<file path="src/rtl/detector_jogada_pkg.sv">
// detector_jogada_pkg: state codes shared with the other debug displays
package detector_jogada_pkg;
  typedef enum logic [3:0] {
    OCIOSO        = 4'd0,
    FILTRA        = 4'd1,
    ESPERA_SOLTAR = 4'd2
  } estado_t;
endpackage

</file>
<file path="src/rtl/detector_jogada_sincronizador.sv">
// sincronizador_2ff: two-flop synchronizer for asynchronous level inputs
module sincronizador_2ff #(
  parameter int WIDTH = 1
) (
  input  logic             clock,
  input  logic             reset,
  input  logic [WIDTH-1:0] d,
  output logic [WIDTH-1:0] q
);
  logic [WIDTH-1:0] meta;
  always_ff @(posedge clock or negedge reset)
    if (!reset) {q, meta} <= '0;
    else {q, meta} <= {meta, d};
endmodule

</file>
<file path="src/rtl/detector_jogada.sv">
// detector_jogada: debounces push-buttons into one registered one-hot play plus strobes
module detector_jogada
  import detector_jogada_pkg::*;
#(
  parameter int WIDTH           = 4,
  parameter int DEBOUNCE_CYCLES = 16
) (
  input  logic             clock,
  input  logic             reset,
  input  logic [WIDTH-1:0] botoes,
  input  logic             habilita,
  input  logic             limpa,
  output logic [WIDTH-1:0] jogada,
  output logic             jogada_feita,
  output logic             jogada_invalida,
  output logic [3:0]       db_estado
);
  localparam int CW = $clog2(DEBOUNCE_CYCLES);
  localparam logic [CW-1:0] CNT_MAX = CW'(DEBOUNCE_CYCLES - 1);
  estado_t          estado;
  logic [WIDTH-1:0] sinc, candidato;
  logic [CW-1:0]    cnt;
  function automatic logic one_hot(input logic [WIDTH-1:0] v);
    return (v != '0) && ((v & (v - WIDTH'(1))) == '0);
  endfunction
  sincronizador_2ff #(.WIDTH(WIDTH)) u_sinc (
    .clock(clock),
    .reset(reset),
    .d    (botoes),
    .q    (sinc)
  );
  assign db_estado = estado;
  always_ff @(posedge clock or negedge reset)
    if (!reset) begin
      estado          <= OCIOSO;
      candidato       <= '0;
      cnt             <= '0;
      jogada          <= '0;
      jogada_feita    <= 1'b0;
      jogada_invalida <= 1'b0;
    end else begin
      jogada_feita    <= 1'b0;
      jogada_invalida <= 1'b0;
      if (limpa) jogada <= '0;
      case (estado)
        OCIOSO:
          if (habilita && sinc != '0) begin
            candidato <= sinc;
            cnt       <= '0;
            estado    <= FILTRA;
          end
        FILTRA:
          if (!habilita || sinc != candidato) begin
            cnt    <= '0;
            estado <= OCIOSO;
          end else if (cnt != CNT_MAX) cnt <= cnt + CW'(1);
          else begin
            // release filter starts from zero even if the button lifts right at acceptance
            cnt    <= '0;
            estado <= ESPERA_SOLTAR;
            if (one_hot(candidato)) begin
              jogada       <= candidato;
              jogada_feita <= 1'b1;
            end else jogada_invalida <= 1'b1;
          end
        ESPERA_SOLTAR:
          if (sinc != '0) cnt <= '0;
          else if (cnt != CNT_MAX) cnt <= cnt + CW'(1);
          else estado <= OCIOSO;
        default: estado <= OCIOSO;
      endcase
    end
endmodule

</file>
<file path="config.mk">
export PLATFORM = sky130hd
export DESIGN_NAME = detector_jogada
export DESIGN_NICKNAME = d
export VERILOG_FILES = /design/src/rtl/detector_jogada_pkg.sv /design/src/rtl/detector_jogada_sincronizador.sv /design/src/rtl/detector_jogada.sv
export SDC_FILE = /design/constraint.sdc
export NUM_CORES = 1
export LEC_CHECK = 0
export BUFFER_PORTS_ARGS = -buffer_cell sky130_fd_sc_hd__buf_4
export CORE_ASPECT_RATIO = 0.7
export CORE_MARGIN = 4
export CORE_UTILIZATION = 45
export DETAILED_ROUTE_END_ITERATION = 10
export GPL_ROUTABILITY_DRIVEN = 0
export PLACE_DENSITY_LB_ADDON = 0.08
export SLEW_MARGIN = 30
export SYNTH_ARGS = -nofsm -noshare
export SYNTH_HDL_FRONTEND = slang
export SYNTH_HIERARCHICAL = 1
export SYNTH_SLANG_ARGS = --single-unit
</file>
<file path="constraint.sdc">
create_clock -name clock -period 1.9 [get_ports clock]
set_clock_uncertainty 0.15 [all_clocks]
set_input_delay 0.19 -clock clock [delete_from_list [all_inputs] [get_ports clock]]
set_output_delay 0.19 -clock clock [all_outputs]
set_load 0.01 [all_outputs]
</file>
-- Word level (Yosys, flattened, before mapping)
Index checks and enable logic that the tools add are counted.
- output and inout port bits: 10
- bits in registers: 26
- logic and storage cells: 57
- input port bits: 8
- eq/ne operators: 9
- $add $sub $neg: 2
- bitwise gates (word level): 1
- multiplexer cells: 25
- reductions and logical operators: 12
- operators with widths (kind ; count):
    $mux 4 ; 15
    $pmux 4 s3 ; 2
    $logic_not 4->1 ; 2
    $mux 1 ; 8
    $reduce_bool 4->1 ; 2
    $ne 2x2->1 const B ; 3
    $ne 3x3->1 const B ; 2
    $add 4x1->4 const B ; 1
    $and 4x4->4 ; 1
    $eq 4x1->1 const B ; 1
    $eq 4x2->1 const B ; 1
    $ne 4x4->1 ; 1
    $ne 4x4->1 const B ; 1
    $reduce_and 4->1 ; 1
    $sub 4x1->4 const B ; 1
    $reduce_and 3->1 ; 1
    $reduce_bool 3->1 ; 1
    $logic_and 1x1->1 ; 2
    $reduce_and 2->1 ; 1
    $logic_not 1->1 ; 1
    $logic_or 1x1->1 ; 1

-- Longest topological paths before layout
Gate-level depths: netlist of the first run.
- depth after elaboration: 8
- depth in mapped cells: 6
- mapped depth without buffers: 6

-- Cells and area by module
The synthesis of the first run kept the hierarchy.
- by module, submodules not included (module ; sequential area each (µm²) ; area an instance (µm²) ; times used ; cells an instance):
    detector_jogada ; 400.4 ; 922.1 ; 1 ; 86
    sincronizador_2ff ; 200.2 ; 200.2 ; 1 ; 8

-- Worst setup path after synthesis of the first run
OpenSTA, ideal clock, no wires.
- kind: register to register
- start point: reg candidato[1]
- end point: reg jogada[0]
- required time: 1.625 ns
- period minus slack after synthesis: 1.895 ns
- data arrival time: 1.620 ns
- setup time: 0.125 ns
- buffers on the path: 0
- path slack: 0.005 ns
- cell stages (with the launch flop): 5
- path through: dfrtp_1 > nand2b_1 > o32a_2 > nor4_4 > mux2_2
- word-level cells in the longest chain between the ends: 8
- elaborated cells between the ends (all ways): 11
- classes of those cells: add/sub (1); eq/ne (1); mux (4); bitwise (1); reduce/logical (4)
- RTL lines (what ; RTL line ; text):
    start: declaration ; detector_jogada.sv:21 ; logic [WIDTH-1:0] sinc, candidato;
    start signal: assignment ; detector_jogada.sv:48 ; candidato <= sinc;
    $sub 4x1->4 ; detector_jogada.sv:24 ; return (v != '0) && ((v & (v - WIDTH'(1))) == '0);
    $and 4x4->4 ; detector_jogada.sv:24 ;
    $logic_not 4->1 ; detector_jogada.sv:24 ;
    $logic_and 1x1->1 ; detector_jogada.sv:24 ;
    $mux 4 ; detector_jogada.sv:61 ; if (one_hot(candidato)) begin
    $mux 4 ; detector_jogada.sv:56 ; end else if (cnt != CNT_MAX) cnt <= cnt + CW'(1);
    $mux 4 * ; detector_jogada.sv:53 ; if (!habilita || sinc != candidato) begin
    $mux 4 * ; detector_jogada.sv:45 ; case (estado)
    end signal: assignment ; detector_jogada.sv:62 ; jogada <= candidato;
    end: declaration ; detector_jogada.sv:13 ; output logic [WIDTH-1:0] jogada,
Mark *: on every way between the ends. The rest lies on a longest branch, timed or not.
A chain may end at the register's enable or synchronous reset.

-- Worst setup path in the final report of the first run
- start point: reg candidato[2]
- end point: reg jogada[2]
Same word-level chain as after synthesis.

==> flow_summary.toml, run 1 <==
[status]
status = "finished, violations left"
violations = "negative setup slack"

[critical_path]
r2r_start = "candidato[2]"
crit_path_end_kind = "flip-flop"
worstSetupPathDepth = 6
critical_path_class = "reg -> reg"
startpoint = "candidato[2]"
slowest_delay_ns = 0.47
required_ns = 1.96
path_cells = "o21ai_1, o21ai_2, o32a_4, nor4_4, buf_4, mux2_2"
cp_slowest_cell = "dfrtp_2"
start_kind = "flip-flop"
crit_fanout = 5
path_delay_family = "compound AO/OA/AOI/OAI gates"
critPathArrivalTime_ns = 2.01
path_buf_inv = 1
worstRegToRegCells = 6

[pwr]
p_leak_nw = 0.729
irDropWorstVdd_mv = 0.734
power_w = 0.00161
powerDensity_nw_per_um2 = 1060

[yosys]
syn_area_um2 = 1120
synth_edf_count = 0
yosysWarnings = 6
ys_async_sr_fraction_pct = 100
synth_area_per_cell_um2 = 11.9
synth_seq_cells = 24
synth.distinct_cells = 32
syn_inst = 94
seq_area_frac_synth_pct = 53.5
synth_top_flop_cell = "dfrtp_1"

[hold_path]
hold_class = "in -> reg"
min_from = "limpa"
min_delay_path_depth = 3

[finish]
multi_input_area_um2 = 572
final_common_cell = "buf_4"
layout_common_cells = "26 x buf_4, 23 x dfrtp_1, 6 x nor2b_1, 6 x mux2_2"
layout-drive-gt1-share_pct = 41.1
diodes = 0
register_area_um2 = 602
area_growth_pct = 35.6
fill_cells = 178
fin_nets = 143

[clock_tree]
worstSkewPairLatency_ns = 0.31
clk_path_buf_depth = 2
numCtsBuffers = 3
cts-root-buf = "clkbuf_4"
htreeDepth = 1
clk_pin_slew_worst_paths_ns = 0.13
cts_tree = "built"
clock-sinks = 24

[global_route]
grt_pass1_wl_mm = 3.59
overflow = 0
first_global_vias = 808
grt_max_degree = 25
antenna_found_initial = 0
grt_use_total_pct = 14.1

[sta]
fin_tns_setup_ns = -0.124
clock.fmax_mhz = 514
setup_violations = 4
layout_setup_ws_ns = -0.0465
timing.final.max_slew_violations = 0
hold_violations = 0
whs_ns = 0.120
rsz0062_at_grt = "yes"
layout_worst_path_cycle_share_pct = 102
min_period_ns = 1.95

[die]
dieArea_um2 = 3370
dieHeight_um = 49.8
ios = 18
initial_utilization_pct = 49.7
coreArea_um2 = 2260
die_x_um = 67.7
rows = 14

[drt]
drt_iter0_drc = 31
ant_nets = 0
num_vias = 808
drc = 0
first_pass_iters = 4
wirelength_mm = 2.19
vias_per_cell = 5.02
wl_per_cell_um = 13.6

[placed_design]
io_buffers = 15
pre_cts_ws_ns = -0.0595
place_hpwl_mm = 1.51

[run]
cap_violations = 0
cells in the mapped netlist (2+ instances only):
| library cell | n | area [um2] |
|---|---|---|
| nor2_1 | 2 | 7.51 |
| a31oi_1 | 2 | 12.5 |
| a21oi_1 | 3 | 15.0 |
| inv_1 | 4 | 15.0 |
| nand4_1 | 2 | 12.5 |
| dfrtp_1 | 24 | 601 |
| buf_4 | 2 | 15.0 |
| mux2_2 | 8 | 90.1 |
| ha_1 | 5 | 62.6 |
| o21bai_1 | 2 | 15.0 |
| nor2b_1 | 6 | 37.5 |
| xnor2_1 | 4 | 35.0 |
| nand2b_1 | 3 | 18.8 |
| nand3_1 | 2 | 10.0 |
| o21ai_0 | 4 | 20.0 |
| nand2_1 | 5 | 18.8 |
final cells by class:
cell class              count  share of cell area [%]
clock buffers               4                    2.38
inverters                   4                   0.987
repair buffers             32                    16.9
multi-input cells          65                    37.6
well taps                  32                    2.63
flip-flops and latches     24                    39.6
flip-flops by register name, summed over array words and instances, names as in the netlist:
register	count
candidato	4
cnt	4
jogada	4
u_sinc/meta	4
u_sinc/q	4
db_estado	2
jogada_feita	1
jogada_invalida	1
worst paths after layout:
kind	endpoint	slack, ns
min reg2reg	u_sinc/q[0]	0.21
min	jogada[3]	0.12
max in group asynchronous	candidato[2]	1.22
max	jogada[2]	-0.05
max reg2reg	jogada[2]	-0.05
min in group asynchronous	jogada[2]	0.14
power breakdown:
part	switching, W	internal, W	total (W)
Clock	0.000148	0.000117	0.000265
Combinational	0.000331	0.000360	0.000692
Sequential	0.0000751	0.000577	0.000652
metrics by stage:
stage / util, % / cells / cell area [um2]
2_1_floorplan: - / 95 / 1130
3_3_place_gp: 58.6 / 148 / 1320
3_5_place_dp: 58.6 / 148 / 1320
4_1_cts: 63.8 / 160 / 1440
5_1_grt: 67.3 / 161 / 1520
6_report: 67.3 / 161 / 1520
worst min-delay path: stages:
cell and delay, ns:
buf_4 0.12, nor2b_1 0.10, mux2_2 0.14
routing by layer:
metal	vias up	part of all wire [%]	routed length [um]	GRT usage, %
met4	0	0	0	2.02
met5	-	0	0	0
met2	27	48	1040	22.8
met3	0	5.9	130	4.77
li1	399	-	-	-
met1	382	46	1020	18.6
cell families (layout without fill, tap and decap cells):
kind of cell	count (synthesis)	count (layout)	synth area share (%)
xor gates and xnor gates	5	5	3.90
adders and majority gates	5	5	5.57
and+or+nand+nor	26	26	14.4
other	1	2	0.334
AOI/OAI and AO/OA	18	18	10.7
DFF	24	24	53.5
buffers and inverters	6	40	2.67
muxes	9	9	8.92
what timing repair did:
action                     CTS  global route
resized for setup            2            16
hold endpoints to repair    28             0
buffers inserted             3             1
hold buffers                 5             0
setup endpoints to repair    4            10
pin swaps                    3             4
No activity file was read; power rests on OpenSTA's default activity.
==> run 2, diff against run 1 <==
- CELL_PAD_IN_SITES_DETAIL_PLACEMENT: not set -> 0
- CELL_PAD_IN_SITES_GLOBAL_PLACEMENT: not set -> 1
- CORE_UTILIZATION: 45 -> 39
- HOLD_SLACK_MARGIN: not set -> 0.15
- clock period: 1.9 -> 1.65 ns (I/O delays scaled with it)
==> flow_summary.toml, run 2 (synthesis gave the netlist of run 1 again) <==
[sta]
layout_setup_ws_ns = -0.241
setup_violations = 14
clock.fmax_mhz = 529
layout_worst_path_cycle_share_pct = 115
timing.final.max_slew_violations = 0
whs_ns = 0.186
min_period_ns = 1.89
hold_violations = 0
rsz0062_at_grt = "yes"

[die]
dieHeight_um = 52.9
dieArea_um2 = 3810
ios = 18
coreArea_um2 = 2610
rows = 15
initial_utilization_pct = 43.0
die_x_um = 72.1

[finish]
final_common_cell = "buf_4"
final-instance-count-excl-fill = 176
multi_input_area_um2 = 679
layout-drive-gt1-share_pct = 56.3
diodes = 0
layout_common_cells = "37 x buf_4, 21 x dfrtp_1, 6 x mux2_4, 6 x dlygate4sd3_1, 5 x nor2b_1"
final_core_util_pct = 68.0
fill_cells = 187
register_area_um2 = 604
area_growth_pct = 58.0
fin_nets = 156

[status]
status = "finished, violations left"
violations = "negative setup slack"

[clock_tree]
cts_tree = "built"
clk_pin_slew_worst_paths_ns = 0.09
worstSkewPairLatency_ns = 0.26
clk_path_buf_depth = 2
htreeDepth = 1
clock-sinks = 24
numCtsBuffers = 3
cts-root-buf = "clkbuf_8"

[critical_path]
path_buf_inv = 2
path_cells = "buf_4, o32a_4, nor4_4, buf_4, mux2_2"
crit_fanout = 6
critical_path_class = "reg -> reg"
start_kind = "flip-flop"
cp_slowest_cell = "dfrtp_2"
slowest_delay_ns = 0.46
required_ns = 1.66
crit_path_end_kind = "flip-flop"
crit_path_frequent_cell = "buf_4"
critPathArrivalTime_ns = 1.90
path_delay_family = "flip-flops"

[global_route]
grt_max_degree = 25
overflow = 0
first_global_vias = 950
grt_pass1_wl_mm = 4.37
antenna_found_initial = 0
grt_use_total_pct = 15.1

[pwr]
p_leak_nw = 0.826
power_w = 0.00223
irDropWorstVdd_mv = 0.741
powerDensity_nw_per_um2 = 1260

[run]
cap_violations = 0

[drt]
num_vias = 879
vias_per_cell = 4.99
wl_per_cell_um = 14.9
first_pass_iters = 4
drc = 0
ant_nets = 0
drt_iter0_drc = 60
wirelength_mm = 2.63

[placed_design]
place_hpwl_mm = 1.63
placed_cells_incl_taps = 160
io_buffers = 15
pre_cts_ws_ns = -0.244

[hold_path]
hold_class = "in -> async"
run 2: cell count changes in the layout (fill, tap and decap cells not counted), moves of 3 or more:
| cell | change |
|---|---|
| ha_2 | +3 |
| buf_4 | +11 |
| ha_1 | -4 |
| xnor2_1 | +3 |
| xnor2_2 | -3 |
| clkbuf_4 | -3 |
| mux2_2 | -4 |
| mux2_4 | +4 |
run 2: path summary, 6_finish.rpt:
check                      slack (ns)      endpoint           start  cells after the start
setup / recovery                -0.24     jogada[2]    candidato[2]                      5
hold / removal                   0.19     jogada[3]           reset                      2
setup reg to reg                -0.24     jogada[2]    candidato[2]                      5
hold reg to reg                  0.20   u_sinc/q[0]  u_sinc/meta[0]                      0
max in group asynchronous        0.91  candidato[1]           reset                      2
min in group clock               0.20   u_sinc/q[0]  u_sinc/meta[0]                      0
run 2: metrics by stage:
| step | setup TNS, ns | instance area (um2) |
|---|---|---|
| after floorplan | -0.638 | 1140 |
| after global placement | -1.34 | 1410 |
| after detailed placement | -1.61 | 1410 |
| after CTS | -1.02 | 1700 |
| after global routing | -2.63 | 1770 |
| final | -1.31 | 1770 |
run 2: final cells by class:
class | instances | share of cell area, %
sequential | 24 | 34.1
timing repair buffer | 45 | 20.3
tap | 34 | 2.40
clock buffer | 3 | 2.33
clock inverter | 1 | 1.69
multi-input combinational | 65 | 38.3
inverter | 4 | 0.847
run 2: repair_timing:
item | CTS | global route
hold buffers | 6 | 0
gates cloned | 0 | 0
resized for setup | 33 | 12
setup buffers | 1 | 5
hold endpoints to repair | 31 | 0
pin swaps | 6 | 12
setup endpoints to repair | 14 | 15
run 2: power by group:
part	internal, W	switching, W	leakage, nW	total [W]
sequential	0.000670	0.000113	0.303	0.000783
clock	0.000324	0.000188	0.0357	0.000512
combinational	0.000529	0.000402	0.488	0.000932
run 2: metal layers:
layer | GRT usage, % | wire, um | part of all wire (%) | up-vias
li1 | - | - | - | 424
met1 | 18.2 | 1170 | 44 | 427
met2 | 27.8 | 1320 | 50 | 24
met3 | 3.61 | 111 | 4.2 | 4
met4 | 2.50 | 28 | 1.1 | 0
met5 | 0 | 0 | 0 | -
==> run 3, diff against run 2 <==
- CORE_MARGIN: 4 -> not set
- SKIP_LAST_GASP: not set -> 1
- clock period: 1.65 -> 1.7 ns (I/O delays scaled with it)
==> flow_summary.toml, run 3 (synthesis gave the netlist of run 1 again) <==
[sta]
fin_tns_setup_ns = -1.53
setup_violations = 11
whs_ns = 0.162
min_period_ns = 1.92
layout_setup_ws_ns = -0.216
rsz0062_at_grt = "yes"
timing.final.max_slew_violations = 0
layout_worst_path_cycle_share_pct = 113
clock.fmax_mhz = 522
hold_violations = 0

[critical_path]
start_kind = "flip-flop"
path_buf_inv = 2
crit_path_end_kind = "flip-flop"
crit_path_frequent_cell = "buf_4"
critPathArrivalTime_ns = 1.93
slowest_delay_ns = 0.42
path_cells = "buf_4, nand2b_4, o32a_4, nor4_4, buf_4, mux2_4"
cp_slowest_cell = "dfrtp_2"
crit_fanout = 3
critical_path_class = "reg -> reg"
path_delay_family = "flip-flops"
required_ns = 1.72

[pwr]
powerDensity_nw_per_um2 = 1280
p_leak_nw = 0.918
power_w = 0.00247
irDropWorstVdd_mv = 0.791

[hold_path]
hold_class = "in -> reg"

[clock_tree]
clock-sinks = 24
cts_tree = "built"
clk_pin_slew_worst_paths_ns = 0.09
numCtsBuffers = 3
clk_path_buf_depth = 2
htreeDepth = 1
worstSkewPairLatency_ns = 0.27
cts-root-buf = "clkbuf_8"

[finish]
area_growth_pct = 72.8
fin_nets = 165
diodes = 0
layout-drive-gt1-share_pct = 66.2
final_common_cell = "buf_4"
final-instance-count-excl-fill = 185
layout_common_cells = "44 x buf_4, 17 x dfrtp_1, 8 x mux2_4, 7 x dfrtp_2"

[placed_design]
placed_cells_incl_taps = 158
io_buffers = 15
place_hpwl_mm = 1.73
pre_cts_ws_ns = -0.234

[die]
coreArea_um2 = 2590
dieHeight_um = 46.9
initial_utilization_pct = 43.3
ios = 18
dieArea_um2 = 3100
die_x_um = 66.1
rows = 15

[global_route]
grt_max_degree = 25
antenna_found_initial = 0
grt_pass1_wl_mm = 4.24
overflow = 0
first_global_vias = 888
grt_use_total_pct = 19.5

[drt]
wirelength_mm = 3.15
drt_iter0_drc = 47
wl_per_cell_um = 17.0
vias_per_cell = 5.28
first_pass_iters = 4
num_vias = 976
ant_nets = 0
drc = 0

[run]
cap_violations = 0

[status]
status = "finished, violations left"
violations = "negative setup slack"
==> run 3: cell types whose count changed in the layout (fill, tap and decap cells not counted), sizes merged <==
cell         delta
buf            +10
dlygate4sd3     -1
==> run 3: path summary, 6_finish.rpt <==
path / endpoint / cells after the start / startpoint / slack [ns]
setup / recovery: jogada[0] / 6 / candidato[1] / -0.22
hold / removal: jogada[0] / 3 / limpa / 0.16
setup reg to reg: jogada[0] / 6 / candidato[1] / -0.22
hold reg to reg: u_sinc/q[3] / 0 / u_sinc/meta[3] / 0.20
max in group asynchronous: candidato[1] / 2 / reset / 0.96
min in group asynchronous: jogada_invalida / 2 / reset / 0.17
==> run 3: worst register-to-register path, stage by stage, from the launching register on <==
cell      delay, ns
dfrtp_2        0.42
buf_4          0.15
nand2b_4       0.14
o32a_4         0.33
nor4_4         0.16
buf_4          0.18
mux2_4         0.29
==> run 3: cell type report <==
class	instances	area (um2)
clock buffers	3	41.3
clock inverters	1	30.0
fillers	164	651
inverters	4	15.0
multi-input cells	65	756
flip-flops and latches	24	609
well taps	34	42.5
repair buffers	54	445
==> run 3: timing repair <==
action,4_1_cts,5_1_grt
endpoints found under the hold margin,28,0
hold buffers,5,0
endpoints found under the setup margin,14,16
pin swaps,13,19
setup buffers,11,9
gates resized for setup,35,26
==> run 3: routing by layer <==
layer  global-route usage, %  wire length [um]  part of all wire, %  vias to the layer above
met5                       0                 0                    0                        -
met1                    25.5              1400                   44                      484
met2                    32.2              1500                   48                       35
met4                    5.96                92                  2.9                        0
li1                        -                 -                    -                      445
met3                    5.34               158                  5.0                       12
==> run 3: power by group <==
part / leakage (nW) / internal (W) / switching (W) / total (W)
sequential: 0.299 / 0.000651 / 0.0000961 / 0.000747
clock: 0.0357 / 0.000315 / 0.000186 / 0.000502
combinational: 0.584 / 0.000678 / 0.000548 / 0.00123
total: 0.918 / 0.00164 / 0.000831 / 0.00247
==> run 3: through the flow <==
stage	util (%)	instance area (um2)
after floorplan	-	1130
after global placement	53.8	1390
after detailed placement	53.8	1390
after CTS	67.6	1750
after global routing	74.9	1940
final	74.9	1940
